**src/rtl/frequency_counter_pkg.sv**
```systemverilog
// Shared types for the frequency counter: FSM state encoding.
package frequency_counter_pkg;

    typedef enum logic [1:0] {
        IDLE    = 2'd0,
        MEASURE = 2'd1,
        DONE    = 2'd2
    } state_t;

endpackage

```
**src/rtl/synchronizer_2ff.sv**
```systemverilog
// Two-flop synchronizer for bringing asynchronous signals into the clock domain.
module synchronizer_2ff #(
    parameter int WIDTH = 1
) (
    input  logic             clock,
    input  logic             reset,
    input  logic [WIDTH-1:0] d,
    output logic [WIDTH-1:0] q
);

    logic [WIDTH-1:0] meta;

    // NOTE: sequential state uses non-blocking assignments so every flop samples pre-edge values.
    always_ff @(posedge clock) begin
        if (reset) begin
            meta <= '0;
            q    <= '0;
        end else begin
            meta <= d;
            q    <= meta;
        end
    end

endmodule

```
**src/rtl/frequency_counter.sv**
```systemverilog
// Counts rising edges of signal_in over a fixed gate of WINDOW_CYCLES clocks.
// Define FREQUENCY_COUNTER_CONTINUOUS_EN for back-to-back windows after the first start.
module frequency_counter
    import frequency_counter_pkg::*;
#(
    parameter int COUNTER_WIDTH = 16,
    parameter int WINDOW_CYCLES = 1024
) (
    input  logic                     clock,
    input  logic                     reset,
    input  logic                     signal_in,
    input  logic                     start,
    output logic                     busy,
    output logic [COUNTER_WIDTH-1:0] count,
    output logic                     count_valid,
    output logic                     overflow
);

    localparam int                     WIN_W    = $clog2(WINDOW_CYCLES);
    localparam logic [WIN_W-1:0]         WIN_LAST = WIN_W'(WINDOW_CYCLES - 1);
    localparam logic [COUNTER_WIDTH-1:0] ACC_MAX  = '1;

    state_t                     state, next_state;
    logic                       sig_sync, sig_prev, edge_flag;
    logic [WIN_W-1:0]           win_cnt;
    logic [COUNTER_WIDTH-1:0]   acc, acc_next;
    logic                       sat, sat_next;
    logic                       window_end, window_load;

    synchronizer_2ff #(.WIDTH(1)) u_sync (
        .clock (clock),
        .reset (reset),
        .d     (signal_in),
        .q     (sig_sync)
    );

    always_ff @(posedge clock) begin
        if (reset) sig_prev <= 1'b0;
        else       sig_prev <= sig_sync;
    end

    assign edge_flag   = sig_sync & ~sig_prev;
    assign window_end  = (state == MEASURE) && (win_cnt == WIN_LAST);
    assign window_load = (next_state == MEASURE) && (state != MEASURE);

    always_ff @(posedge clock) begin
        if (reset) state <= IDLE;
        else       state <= next_state;
    end

    // NOTE: default assigned first so no path through the block leaves next_state unassigned (no latch).
    always_comb begin
        next_state = state;
        case (state)
            IDLE:    if (start) next_state = MEASURE;
            MEASURE: if (window_end) next_state = DONE;
            DONE: begin
`ifdef FREQUENCY_COUNTER_CONTINUOUS_EN
                next_state = MEASURE;
`else
                next_state = start ? MEASURE : IDLE;
`endif
            end
            default: next_state = IDLE;
        endcase
    end

    // The final cycle's flag must land in count, so the result is taken from the next-value terms.
    assign acc_next = (edge_flag && (acc != ACC_MAX)) ? acc + 1'b1 : acc;
    assign sat_next = sat | (edge_flag & (acc == ACC_MAX));

    always_ff @(posedge clock) begin
        if (reset) begin
            win_cnt  <= '0;
            acc      <= '0;
            sat      <= 1'b0;
            count    <= '0;
            overflow <= 1'b0;
        end else begin
            if (window_load) begin
                win_cnt <= '0;
                acc     <= '0;
                sat     <= 1'b0;
            end else if (state == MEASURE) begin
                win_cnt <= win_cnt + 1'b1;
                acc     <= acc_next;
                sat     <= sat_next;
            end
            if (window_end) begin
                count    <= acc_next;
                overflow <= sat_next;
            end
        end
    end

    assign busy        = (state == MEASURE);
    assign count_valid = (state == DONE);

endmodule
```
**config.mk**
```make
export PLATFORM = sky130hd
export DESIGN_NAME = frequency_counter
export DESIGN_NICKNAME = d
export VERILOG_FILES = /design/src/rtl/frequency_counter_pkg.sv /design/src/rtl/synchronizer_2ff.sv /design/src/rtl/frequency_counter.sv
export SDC_FILE = /design/constraint.sdc
export NUM_CORES = 1
export LEC_CHECK = 0
export CAP_MARGIN = 25
export CORE_MARGIN = 5
export CORE_UTILIZATION = 40
export CTS_BUF_LIST = sky130_fd_sc_hd__clkbuf_4 sky130_fd_sc_hd__clkbuf_8
export CTS_CLUSTER_SIZE = 14
export DETAILED_ROUTE_END_ITERATION = 8
export SLEW_MARGIN = 20
export SYNTH_ARGS = -nofsm -noshare
export SYNTH_HDL_FRONTEND = slang
export SYNTH_SLANG_ARGS = --single-unit
export TNS_END_PERCENT = 10
```
**constraint.sdc**
```tcl
create_clock -name clock -period 1.9 [get_ports clock]
set_input_delay 0.38 -clock clock [delete_from_list [all_inputs] [get_ports clock]]
set_output_delay 0.38 -clock clock [all_outputs]
set_load 0.01 [all_outputs]
```
### Word-level counts from Yosys, hierarchy flattened

Index checks and enable logic that the tools add are counted.

| word-level totals | value |
|---|---|
| input port bits | 4 |
| output and inout bits | 19 |
| flip-flop bits (word level) | 49 |
| word-level logic and storage cells | 32 |

| cells by class | value |
|---|---|
| reductions and logical operators | 5 |
| add/sub/neg operators | 2 |
| muxes and demuxes | 5 |
| bitwise operators | 4 |
| equality and inequality tests | 7 |

Operator list:

| operator | number |
|---|---|
| adder 16 x 1 -> 16 bit (second input constant) | 1 |
| == test 16 bit (second input constant) | 1 |
| 2-to-1 mux 16 bit | 1 |
| != test 16 bit (second input constant) | 1 |
| adder 10 x 1 -> 10 bit (second input constant) | 1 |
| == test 10 bit (second input constant) | 1 |
| one-hot mux 2 bit (3 select lines) | 1 |
| == test 2 x 1 -> 1 bit (second input constant) | 2 |
| 2-to-1 mux 2 bit | 2 |
| logical AND 1 bit | 3 |
| bitwise AND 1 bit | 2 |
| == test 2 bit (second input constant) | 1 |
| logical NOT 2 bit | 1 |
| != test 2 x 1 -> 1 bit (second input constant) | 1 |
| OR reduction 2 bit | 1 |
| 2-to-1 mux 1 bit | 1 |
| inverter 1 bit | 1 |
| bitwise OR 1 bit | 1 |

### Depth between registers and ports, before layout

Gate-level depths: netlist of the first run.

| depth | value |
|---|---|
| depth after elaboration | 7 |
| mapped depth | 8 |
| gate-level depth less buffers | 6 |

### Cells and area by module

From an unflattened synthesis of the first run, not the netlist that was laid out.

| unflattened totals | value |
|---|---|
| cells, all modules | 258 |
| area total of the unflattened synthesis | 2,220.9 um2 |

Modules (own cells, without submodules):

| module | times used | area an instance (um2) | cells each | seq. area each (um2) |
|---|---|---|---|---|
| frequency_counter | 1 | 2,168.3 | 254 | 940.9 |
| synchronizer_2ff | 1 | 52.6 | 4 | 40.0 |

### Least setup slack after synthesis of the first run

No wires, ideal clock.

| timing | value |
|---|---|
| kind | reg-to-reg |
| start | register acc[0] |
| end | register count[7] |
| required time | 1,814 ps |
| clock period less this slack | 1,783 ps |
| arrival | 1,697 ps |
| path buffers | 0 |
| setup slack | 117 ps |
| stages on the path, launching flop included | 7 |
| path through | dfxtp_1 -> ha_1 -> nand4_2 -> o41ai_4 -> nor3_1 -> xnor2_1 -> a211oi_1 |

| on the way | value |
|---|---|
| longest elaborated chain between the ends | 3 |
| elaborated cells between the ends (all ways) | 4 |

RTL lines:

| element | RTL line | RTL |
|---|---|---|
| from (decl) | frequency_counter.sv:26 | `logic [COUNTER_WIDTH-1:0] acc, acc_next;` |
| from (signal assigned) | frequency_counter.sv:86 | `acc <= acc_next;` |
| branches (longest 2 deep; another with adder 16 x 1 -> 16 bit) | n/a |  |
| 2-to-1 mux 16 bit * | frequency_counter.sv:69 | `assign acc_next = (edge_flag && (acc != ACC_MAX)) ? acc + 1'b1 : acc;` |
| to (signal assigned) | frequency_counter.sv:90 | `count <= acc_next;` |
| to (decl) | frequency_counter.sv:14 | `output logic [COUNTER_WIDTH-1:0] count,` |

Mark *: on every way between the ends.
A chain may end at the register's enable or synchronous reset.

### Final worst setup path of the first run

| timing | value |
|---|---|
| start | register state[0] |
| end | output port busy |

| on the way | value |
|---|---|
| longest elaborated chain between the ends | 1 |

RTL lines:

| element | RTL line | RTL |
|---|---|---|
| from (decl) | frequency_counter.sv:23 | `state_t state, next_state;` |
| from (signal assigned) | frequency_counter.sv:48 | `else state <= next_state;` |
| == test 2 x 1 -> 1 bit | frequency_counter.sv:96 | `assign busy = (state == MEASURE);` |
| to (decl) | frequency_counter.sv:13 | `output logic busy,` |

Every way passes these cells.

==> Flow_metrics.wiki, run 1 <==
{| class="wikitable"
! Metric !! Value
|-
| Crit Path Category || flop to output port
|-
| Largest vdd supply drop || 0.0003301 V
|-
| First element of the critical path || state[0]
|-
| Clock transition time at the flip-flop clock pins of the worst setup and hold paths || 0.09 ns
|-
| Startpoint Class || flop
|-
| Post-Syn Nets || between 200 and 300
|-
| Combinational share of power || approximately 4.1%
|-
| Synthesis-to-layout area growth || 26.23%
|-
| Effective utilization at floorplan || 40.44%
|-
| Max frequency || 542.6 MHz
|-
| Largest driver fanout on the critical path || 4
|-
| Cell types with the largest area share after synthesis || dfxtp_1 41%, xnor2_1 8.5%, nor2_1 6.7%
|-
| Antenna violations before repair || 0
|-
| Number of enable flip-flop cells after synthesis || 0
|-
| Count of mapped cells out of synthesis || 270
|-
| First-pass GRT wire length || 8811 um
|-
| Status || complete, no violations
|-
| Number of warnings reported in the yosys synthesis log || 0
|-
| Area taken by flip-flops and latches || 983.4 um2
|-
| Number of maximum-capacitance constraint violations || 0
|-
| Internal || 0.001594 W
|-
| Endpoints failing setup || 0
|-
| Switching component of the power || 0.0004041 W
|-
| Async set-or-reset flop fraction in the synthesized netlist || 0%
|-
| Share of cells above drive strength 1 || 15.81%
|-
| Most frequent cells after synthesis || 49 x dfxtp_1, 42 x nor2_1, 23 x xnor2_1, 20 x nand2_1, 11 x a211oi_1
|-
| DRC violations left || 0
|-
| Kind of path behind the tightest hold check || flop to flop
|-
| Total power of the final layout || 0.001998 W
|-
| Row count || 28
|-
| Area share of the largest cell type after synthesis || 41.46%
|-
| Number of global-route vias before repair || 1762
|-
| Fraction of the cycle the final worst path needs || 96.99%
|-
| P per Cell Area || around 670 mW/mm2
|-
| Placement-stage worst setup slack || 0.05932 ns
|-
| Layout fillers || 548
|-
| Clock tree from TritonCTS || done
|-
| Post-synthesis sequential element count || 49
|-
| Post-synthesis cell area || 0.002366 mm2
|-
| Routed metal-1 wire length || 2798 um
|-
| Number of distinct library cells after synthesis || 39
|-
| Standby leakage power || between 1 and 1.5 nW
|-
| Die Ht || 86.91 um
|-
| Final-stage net count || 315
|-
| # H-tree levels || 2
|-
| Setup slack of the critical path after layout || about 0.057 ns
|-
| Met2 routed wirelength || 2189 um
|-
| Die ar. || 0.007553 mm2
|-
| Setup skew after layout || 0.007050 ns
|-
| Cell taking the most area after synthesis || dfxtp_1
|-
| Die Width || 86.91 um
|-
| Min-delay src || count[12]
|-
| Detailed-router iteration count before antenna repair || 4
|-
| Data required time at the worst endpoint || 1.52 ns
|-
| Area of the core region || 0.005851 mm2
|-
| Clock group share of total power || 43.9%
|-
| Slew at the pin with the worst max-slew slack || approximately 0.42 ns
|-
| Multi-input gate area || about 0.0013 mm2
|-
| Total number of vias || 1930
|-
| Hold-fix buffers, CTS || 0
|-
| Worst rel slew slack || 71.51%
|-
| Unrepaired setup endpoints after global routing || no
|-
| Violation count after the first detailed-route iteration || 100
|-
| Worst setup path endpoint || busy
|-
| Maximum number of pins on one net before global-route repair || 27
|-
| Sequential cell fraction of total power || 52.0%
|-
| Final Hold Violating Endpoints || 0
|-
| DR WL met3 || between 150 and 200 um
|-
| Most used standard cell by instance count after synthesis || dfxtp_1
|-
| Final core utilization || approximately 51%
|-
| Predominant post-synthesis flop cell || dfxtp_1
|-
| CTS sink cnt || 49
|-
| Worst Reg-to-Reg Cells || 6
|-
| Portion of the post-synthesis area used by sequential elements || ~41%
|-
| Port Buf Inserts || 22
|-
| Sw Ratio || 20.23%
|-
| Ant. Diodes || 0
|-
| Shortest clock period the worst path allows after layout || 1.843 ns
|-
| TritonCTS Buffers || 5
|-
| Top layer used by detailed routing || met4
|-
| Average size of a mapped cell || 8.763 um2
|-
| Count of buffers added by post-CTS timing repair for setup || 0
|-
| Total routed wirelength || 5251 um
|-
| CTS root buf || clkbuf_8
|-
| Antenna-violating nets left || 0
|-
| R2R Path Start || acc[0]
|-
| DR WL/cell || ~14 um
|-
| Vias/cell || 5.013
|-
| Aggregate global-route resource usage || 14.61%
|-
| Count of boundary I/O pins || 23
|-
| Worst flop-to-flop path endpoint || count[15]
|-
| Detailed placer's ending HPWL || 3899 um
|-
| Pins over their slew limit || 0
|-
| Clock buffer depth || 2
|-
| Final weighted congestion in routability-driven placement || approximately 0.86
|-
| Global route overflow || 0
|-
| Clock latency on the worst-skew pair || roughly 0.30 ns
|-
| Worst EP arrival || ~1.5 ns
|-
| Capturing element type of the critical path || output port
|-
| Register-to-register path setup slack || 0.10 ns
|}
flip-flops by register name (all words and copies together) (netlist names):
name         count
win_cnt         10
acc             16
sat              1
count           16
sig_prev         1
state            2
u_sync.meta      1
u_sync.q         1
overflow         1
power groups by stage:
stage | registers (W) | clock network, W | logic (W)
2_1_floorplan | 0.00106 | 0 | 0.0000447
3_3_place_gp | 0.00106 | 0 | 0.0000808
3_5_place_dp | 0.00106 | 0 | 0.0000804
4_1_cts | 0.00104 | 0.000900 | 0.0000826
5_1_grt | 0.00104 | 0.000951 | 0.0000886
6_report | 0.00104 | 0.000876 | 0.0000824
per-layer routing:
layer	global-route usage (%)	up-vias
li1	-	1012
met1	21.96	879
met2	20.98	34
met3	2.554	5
met4	4.674	0
met5	0	-
worst max-delay path, stage by stage (launching register included):
cell,delay [ns]
dfxtp_1,0.38
nor2b_4,0.22
clkdlybuf4s50_1,0.57
what timing repair did:
item                                    4_1_cts  5_1_grt
hold endpoints to repair                      0        0
resized for setup                             2        6
gates cloned                                  0        0
endpoints found under the setup margin        1       13
pin swaps                                     0        2
cell type report:
class,instances,area share [%]
multi-input combinational,202,44.32
inverter,3,0.3770
clock buffer,5,2.304
timing repair buffer,48,14.75
sequential,49,32.93
tap,75,3.142
clock inverter,3,2.178
logic make-up after synthesis:
group | Yosys count | share of synthesized area [%]
buffers and inverters | 19 | 3.649
multiplexers | 7 | 2.962
adder cells (fa/ha/maj) | 2 | 1.057
AO/OA/AOI/OAI | 33 | 10.84
AND/OR/NAND/NOR | 129 | 28.56
flip-flops | 49 | 41.46
XOR/XNOR | 31 | 11.48
per-stage QoR:
| stage | hold slack [ns] | area, um2 | setup TNS, ns | cells |
|---|---|---|---|---|
| after floorplan | 0.4138 | 2366 | 0 | 270 |
| after global placement | 0.4412 | 2825 | -0.006650 | 377 |
| after detailed placement | 0.4480 | 2825 | 0 | 377 |
| after CTS | 0.4656 | 2967 | 0 | 385 |
| after global routing | 0.4805 | 2987 | 0 | 385 |
| final | 0.4588 | 2987 | 0 | 385 |
cells in the final DEF, fill, tap and decap left out, drive strengths merged, types with 2 or more instances in the layout:
cell / count
clkdlybuf4s50: 22
nor3: 10
o22ai: 3
nor4: 9
nand2b: 4
xor2: 8
nand3: 11
o21ai: 4
a21oi: 9
buf: 26
nor2b: 6
bufinv: 2
and2: 3
nand3b: 2
nand2: 20
mux2i: 7
ha: 2
nor2: 42
and3: 5
inv: 3
clkbuf: 5
a211oi: 12
xnor2: 23
or3: 3
dfxtp: 49
nand4: 7
and4: 5
how the worst min path moves through the flow:
stage	endpoint	slack, ns	cells after the start
3_5_place_dp	u_sync.q	0.45	1
5_1_grt	count[12]	0.48	2
2_1_floorplan	u_sync.q	0.41	1
3_3_place_gp	u_sync.q	0.44	1
4_1_cts	count[12]	0.47	2
6_report	count[12]	0.46	2
Note: power is estimated with default switching activity, not from simulation.
==> run 2, diff against run 1 <==
CORE_MARGIN = 4   (was 5)
SLEW_MARGIN = 10   (was 20)
==> run 2 against run 1 <==
Utilization up 3.5 points; combinational power up 4.2%; total power down 6.4%; sequential power about the same; count of clock-buffer cells in the layout unchanged; sequential share of layout area down 0.73 points; highest routed layer unchanged.
==> Flow_metrics.wiki, run 2 (synthesis results as in run 1) <==
{| class="wikitable"
! Metric !! Value
|-
| Status || complete, no violations (unchanged)
|-
| Min-delay src || count[4] (was count[12])
|-
| Clock buffer depth || 2 (unchanged)
|-
| Final-layout worst hold slack || 0.4704 ns (was 0.4588 ns)
|-
| Standby leakage power || 1.066 nW (was 1.013 nW)
|-
| CTS root buf || clkbuf_8 (unchanged)
|-
| Clock tree from TritonCTS || done (unchanged)
|-
| Global route overflow || 0 (unchanged)
|-
| TritonCTS Buffers || 5 (unchanged)
|-
| Die ar. || 0.007210 mm2 (was 0.007553 mm2)
|-
| Die Width || 84.91 um (was 86.91 um)
|-
| Worst EP arrival || 1.46 ns (about the same)
|-
| Port Buf Inserts || 22 (unchanged)
|-
| DRC violations left || 0 (unchanged)
|-
| R2R Path Start || acc[0] (unchanged)
|-
| Number of maximum-capacitance constraint violations || 0 (unchanged)
|-
| Max frequency || 542.7 MHz (was 542.6 MHz)
|-
| Final Hold Violating Endpoints || 0 (unchanged)
|-
| Count of boundary I/O pins || 23 (unchanged)
|-
| First-pass GRT wire length || 9653 um (was 8811 um)
|-
| P per Cell Area || 611.7 mW/mm2 (was 668.9 mW/mm2)
|-
| Commonest non-fill, non-tap cell in the layout || dfxtp_1 (unchanged)
|-
| Effective utilization at floorplan || 42.19% (was 40.44%)
|-
| DR WL/cell || 14.21 um (was 13.64 um)
|-
| Detailed placer's ending HPWL || 4191 um (was 3899 um)
|-
| Shortest clock period the worst path allows after layout || 1.843 ns (about the same)
|-
| Hold-fix buffers, CTS || 0 (unchanged)
|-
| Final weighted congestion in routability-driven placement || 0.8258 (was 0.8555)
|-
| Vias/cell || 5.110 (was 5.013)
|-
| Setup skew after layout || 0.009044 ns (was 0.007050 ns)
|-
| Layout fillers || 529 (was 548)
|-
| Most frequent cells in the layout || 46 x dfxtp_1, 42 x nor2_1, 33 x buf_4 (was 47 x dfxtp_1, 42 x nor2_1, 24 x buf_4)
|-
| Clock transition time at the flip-flop clock pins of the worst setup and hold paths || 0.09 ns (about the same)
|-
| Ant. Diodes || 0 (unchanged)
|-
| Largest vdd supply drop || 0.0003382 V (was 0.0003301 V)
|-
| Endpoints failing setup || 0 (unchanged)
|-
| Largest regs || acc (16), count (16), win_cnt (10) (unchanged)
|-
| Maximum number of pins on one net before global-route repair || 27 (unchanged)
|-
| Antenna violations before repair || 0 (unchanged)
|-
| Area taken by flip-flops and latches || 984.7 um2 (was 983.4 um2)
|-
| Detailed-router iteration count before antenna repair || 5 (was 4)
|-
| Final-stage net count || 324 (was 315)
|-
| Area of the core region || 0.005608 mm2 (was 0.005851 mm2)
|-
| Total negative slack || 0 ns (unchanged)
|-
| Data required time at the worst endpoint || 1.52 ns (about the same)
|-
| Capturing element type of the critical path || output port (unchanged)
|-
| Kind of path behind the tightest hold check || flop to flop (unchanged)
|-
| Violation count after the first detailed-route iteration || 132 (was 100)
|-
| # H-tree levels || 2 (unchanged)
|-
| Multi-input gate area || 0.001349 mm2 (was 0.001324 mm2)
|-
| Aggregate global-route resource usage || 16.45% (was 14.61%)
|-
| Antenna-violating nets left || 0 (unchanged)
|-
| Clock latency on the worst-skew pair || 0.31 ns (was 0.30 ns)
|-
| Synthesis-to-layout area growth || 29.24% (was 26.23%)
|-
| Largest driver fanout on the critical path || 4 (unchanged)
|-
| Number of global-route vias before repair || 1946 (was 1762)
|-
| Total number of vias || 1998 (was 1930)
|-
| Row count || 27 (was 28)
|-
| Total routed wirelength || 5555 um (was 5251 um)
|-
| Crit Path Category || flop to output port (unchanged)
|-
| Pins over their slew limit || 0 (unchanged)
|-
| Slew at the pin with the worst max-slew slack || 0.4105 ns (was 0.4235 ns)
|-
| First element of the critical path || state[0] (unchanged)
|-
| CTS sink cnt || 49 (unchanged)
|-
| Die Ht || 84.91 um (was 86.91 um)
|-
| Final core utilization || 54.53% (was 51.05%)
|-
| Share of cells above drive strength 1 || 18.50% (was 15.81%)
|-
| Fraction of the cycle the final worst path needs || 96.99% (about the same)
|-
| Worst rel slew slack || 72.38% (was 71.51%)
|-
| Startpoint Class || flop (unchanged)
|-
| Total power of the final layout || 0.001871 W (was 0.001998 W)
|}
[run 2: cell count changes in the layout (fill, tap and decap cells not counted), sizes merged]
cell | previous run | this run
buf | 26 | 35
bufinv | 2 | 1
clkinvlp | 0 | 1
[run 2: layer usage]
| metal | GRT usage [%] | part of all wire, % | routed length [um] | vias to the layer above |
|---|---|---|---|---|
| met5 | 0 | 0 | 0 | - |
| met4 | 4.317 | 1.2 | 67 | 0 |
| met3 | 3.010 | 2.9 | 162 | 5 |
| met2 | 24.77 | 44 | 2427 | 35 |
| met1 | 24.10 | 52 | 2898 | 923 |
| li1 | - | - | - | 1035 |
[run 2: final cells by class]
type | count | area share, %
repair buffers | 57 | 16.61
well taps | 72 | 2.946
inverters | 3 | 0.3682
clock inverters | 3 | 1.514
clock buffers | 5 | 2.250
multi-input cells | 202 | 44.11
flip-flops and latches | 49 | 32.20
[run 2: worst paths after layout]
path | cells after the start | slack, ns | to
hold / removal | 2 | 0.47 | count[4]
setup reg to reg | 7 | 0.08 | count[15]
setup / recovery | 2 | 0.06 | busy
hold reg to reg | 2 | 0.47 | count[4]
[run 2: what timing repair did]
action,in CTS,in global routing
endpoints found under the setup margin,5,9
pin swaps,1,5
gates resized for setup,3,9
setup buffers,0,1
[run 2: power breakdown]
part,internal [W],switching [W],total (W)
registers,0.00103,0.00000662,0.00104
logic,0.0000399,0.0000460,0.0000859
clock network,0.000394,0.000352,0.000746
[run 2: metrics by stage]
stage	cell area (um2)	worst slack, ns	instances
finish	3058	0.05725	391
global route	3058	-0.02837	391
CTS	3010	0.02431	390
detailed placement	2882	-0.003381	382
global placement	2882	0.04225	382
floorplan	2366	0.1171	270
[run 2: critical path, stage by stage (launching register included)]
cell             delay (ns)
dfxtp_1                0.39
nor2b_4                0.21
clkdlybuf4s50_1        0.56
==> run 3, diff against run 2 <==
RECOVER_POWER = 100   (was default)
==> run 3 against run 2 <==
Sequential share of layout area up 0.24 points; register-to-register slack hardly changed; global-route usage unchanged; sequential power about the same; die area unchanged; cell area fell by 0.74%; sequential cell count stayed put; critical path type unchanged.
==> Flow_metrics.wiki, run 3 (synthesis results as in run 1) <==
{| class="wikitable"
! Metric !! Value
|-
| Status || complete, no violations (unchanged)
|-
| Min-delay src || count[4] (unchanged)
|-
| Area of the core region || 0.005608 mm2 (unchanged)
|-
| Hold-fix buffers, CTS || 0 (unchanged)
|-
| Violation count after the first detailed-route iteration || 118 (was 132)
|-
| Standby leakage power || 1.106 nW (was 1.066 nW)
|-
| Slew at the pin with the worst max-slew slack || 0.6178 ns (was 0.4105 ns)
|-
| Die Ht || 84.91 um (unchanged)
|-
| Worst path top cell family by delay || buffers and inverters (unchanged)
|-
| Endpoints failing setup || 0 (unchanged)
|-
| Global route overflow || 0 (unchanged)
|-
| Antenna-violating nets left || 0 (unchanged)
|-
| Total routed wirelength || 5546 um (was 5555 um)
|-
| Maximum number of pins on one net before global-route repair || 27 (unchanged)
|-
| Die Width || 84.91 um (unchanged)
|-
| Vias/cell || 5.130 (was 5.110)
|-
| Kind of path behind the tightest hold check || flop to flop (unchanged)
|-
| Clock buffer depth || 2 (unchanged)
|-
| Port Buf Inserts || 22 (unchanged)
|-
| Pins over their slew limit || 0 (unchanged)
|-
| TritonCTS Buffers || 5 (unchanged)
|-
| Worst rel slew slack || 58.81% (was 72.38%)
|-
| Effective utilization at floorplan || 42.19% (unchanged)
|-
| Share of cells above drive strength 1 || 17.87% (was 18.50%)
|-
| Commonest non-fill, non-tap cell in the layout || dfxtp_1 (unchanged)
|-
| P per Cell Area || 613.7 mW/mm2 (was 611.7 mW/mm2)
|-
| Max frequency || 542.5 MHz (was 542.7 MHz)
|-
| First element of the critical path || state[0] (unchanged)
|-
| Die ar. || 0.007210 mm2 (unchanged)
|-
| Worst Path Buf+Inv || 1 (unchanged)
|-
| Total number of vias || 2006 (was 1998)
|-
| Row count || 27 (unchanged)
|-
| Clock latency on the worst-skew pair || 0.31 ns (about the same)
|-
| DRC violations left || 0 (unchanged)
|-
| Number of global-route vias before repair || 1946 (unchanged)
|-
| Most frequent cells in the layout || 46 x dfxtp_1, 42 x nor2_1, 31 x buf_4 (was 46 x dfxtp_1, 42 x nor2_1, 33 x buf_4)
|-
| Number of maximum-capacitance constraint violations || 0 (unchanged)
|-
| Detailed placer's ending HPWL || 4191 um (unchanged)
|-
| Antenna violations before repair || 0 (unchanged)
|-
| Largest vdd supply drop || 0.0003382 V (about the same)
|-
| CTS sink cnt || 49 (unchanged)
|-
| Final-layout worst hold slack || 0.4674 ns (was 0.4704 ns)
|-
| Count of boundary I/O pins || 23 (unchanged)
|-
| Ant. Diodes || 0 (unchanged)
|-
| # H-tree levels || 2 (unchanged)
|-
| Final weighted congestion in routability-driven placement || 0.8258 (unchanged)
|-
| Ordered list of cells on the worst path || nor2b_4 > clkdlybuf4s50_1 (unchanged)
|-
| Startpoint Class || flop (unchanged)
|-
| Data required time at the worst endpoint || 1.52 ns (about the same)
|-
| Final-stage net count || 324 (unchanged)
|-
| Setup skew after layout || 0.008991 ns (was 0.009044 ns)
|-
| Worst-path cell with the longest stage delay || clkdlybuf4s50_1 (unchanged)
|-
| Clock transition time at the flip-flop clock pins of the worst setup and hold paths || 0.09 ns (about the same)
|-
| CTS root buf || clkbuf_8 (unchanged)
|-
| Detailed-router iteration count before antenna repair || 5 (unchanged)
|-
| Aggregate global-route resource usage || 16.45% (unchanged)
|-
| Fraction of the cycle the final worst path needs || 97.01% (was 96.99%)
|-
| Clock tree from TritonCTS || done (unchanged)
|-
| Capturing element type of the critical path || output port (unchanged)
|-
| DR WL/cell || 14.18 um (was 14.21 um)
|-
| First-pass GRT wire length || 9653 um (unchanged)
|-
| Shortest clock period the worst path allows after layout || 1.843 ns (about the same)
|-
| Final Hold Violating Endpoints || 0 (unchanged)
|-
| Largest regs || acc (16), count (16), win_cnt (10) (unchanged)
|-
| R2R Path Start || acc[0] (unchanged)
|-
| Total negative slack || 0 ns (unchanged)
|-
| Synthesis-to-layout area growth || 28.29% (was 29.24%)
|-
| Worst EP arrival || 1.46 ns (about the same)
|-
| Crit Path Category || flop to output port (unchanged)
|-
| Largest driver fanout on the critical path || 4 (unchanged)
|-
| Highest cell delay on the worst timing path || 0.56 ns (about the same)
|}
[run 3: cell types whose count changed in the layout (fill, tap and decap cells not counted), sizes merged]
| cell | previous run | this run |
|---|---|---|
| buf | 35 | 32 |
| clkbuf | 5 | 8 |
| clkdlybuf4s50 | 22 | 6 |
| dlygate4sd3 | 0 | 16 |
[run 3: repair_timing]
item	in CTS	in global routing
buffers inserted	0	1
endpoints found under the setup margin	5	9
resized for setup	3	9
pin swaps	1	5
endpoints found under the hold margin	0	0
[run 3: area by class of cell]
type / instances / area, um2
clock buffer: 5 / 68.82
multi-input combinational: 202 / 1349
clock inverter: 3 / 46.29
inverter: 3 / 11.26
sequential: 49 / 984.7
fill: 534 / 2572
tap: 72 / 90.09
timing repair buffer: 57 / 485.5
[run 3: power breakdown]
part	total, W	internal (W)	leakage (nW)	switching (W)
sequential	0.00104	0.00103	0.397	0.00000668
combinational	0.0000788	0.0000338	0.655	0.0000451
clock	0.000745	0.000394	0.0543	0.000351
total	0.00186	0.00146	1.11	0.000403
[run 3: per-layer routing]
metal,share of wire [%],track usage (%)
met1,51,24.10
met3,3.7,3.010
met4,1.2,4.317
met5,0,0
met2,44,24.77
[run 3: worst reg2reg max path: stages, from the launching register on]
cell,delay [ns]
dfxtp_2,0.35
ha_4,0.17
buf_4,0.14
and3_1,0.18
and2_4,0.17
a2111oi_4,0.40
mux2i_1,0.22
o22ai_1,0.08
[run 3: worst paths after layout]
| path | endpoint | slack (ns) | depth (start not counted) |
|---|---|---|---|
| hold reg to reg | count[4] | 0.47 | 2 |
| hold / removal | count[4] | 0.47 | 2 |
| setup reg to reg | count[15] | 0.08 | 7 |
| setup / recovery | busy | 0.06 | 2 |
[run 3: through the flow]
step                      utilization, %  std cells  total power [W]  worst slack, ns  instance area, um2
after detailed placement           51.38        382         0.001146        -0.003381                2882
final                              54.13        391         0.001863          0.05673                3035
after global placement             51.38        382         0.001143          0.04225                2882
after global routing               54.13        391         0.001943         -0.03161                3035
after CTS                          53.68        390         0.001892          0.02431                3010
after floorplan                        -        270         0.001106           0.1171                2366
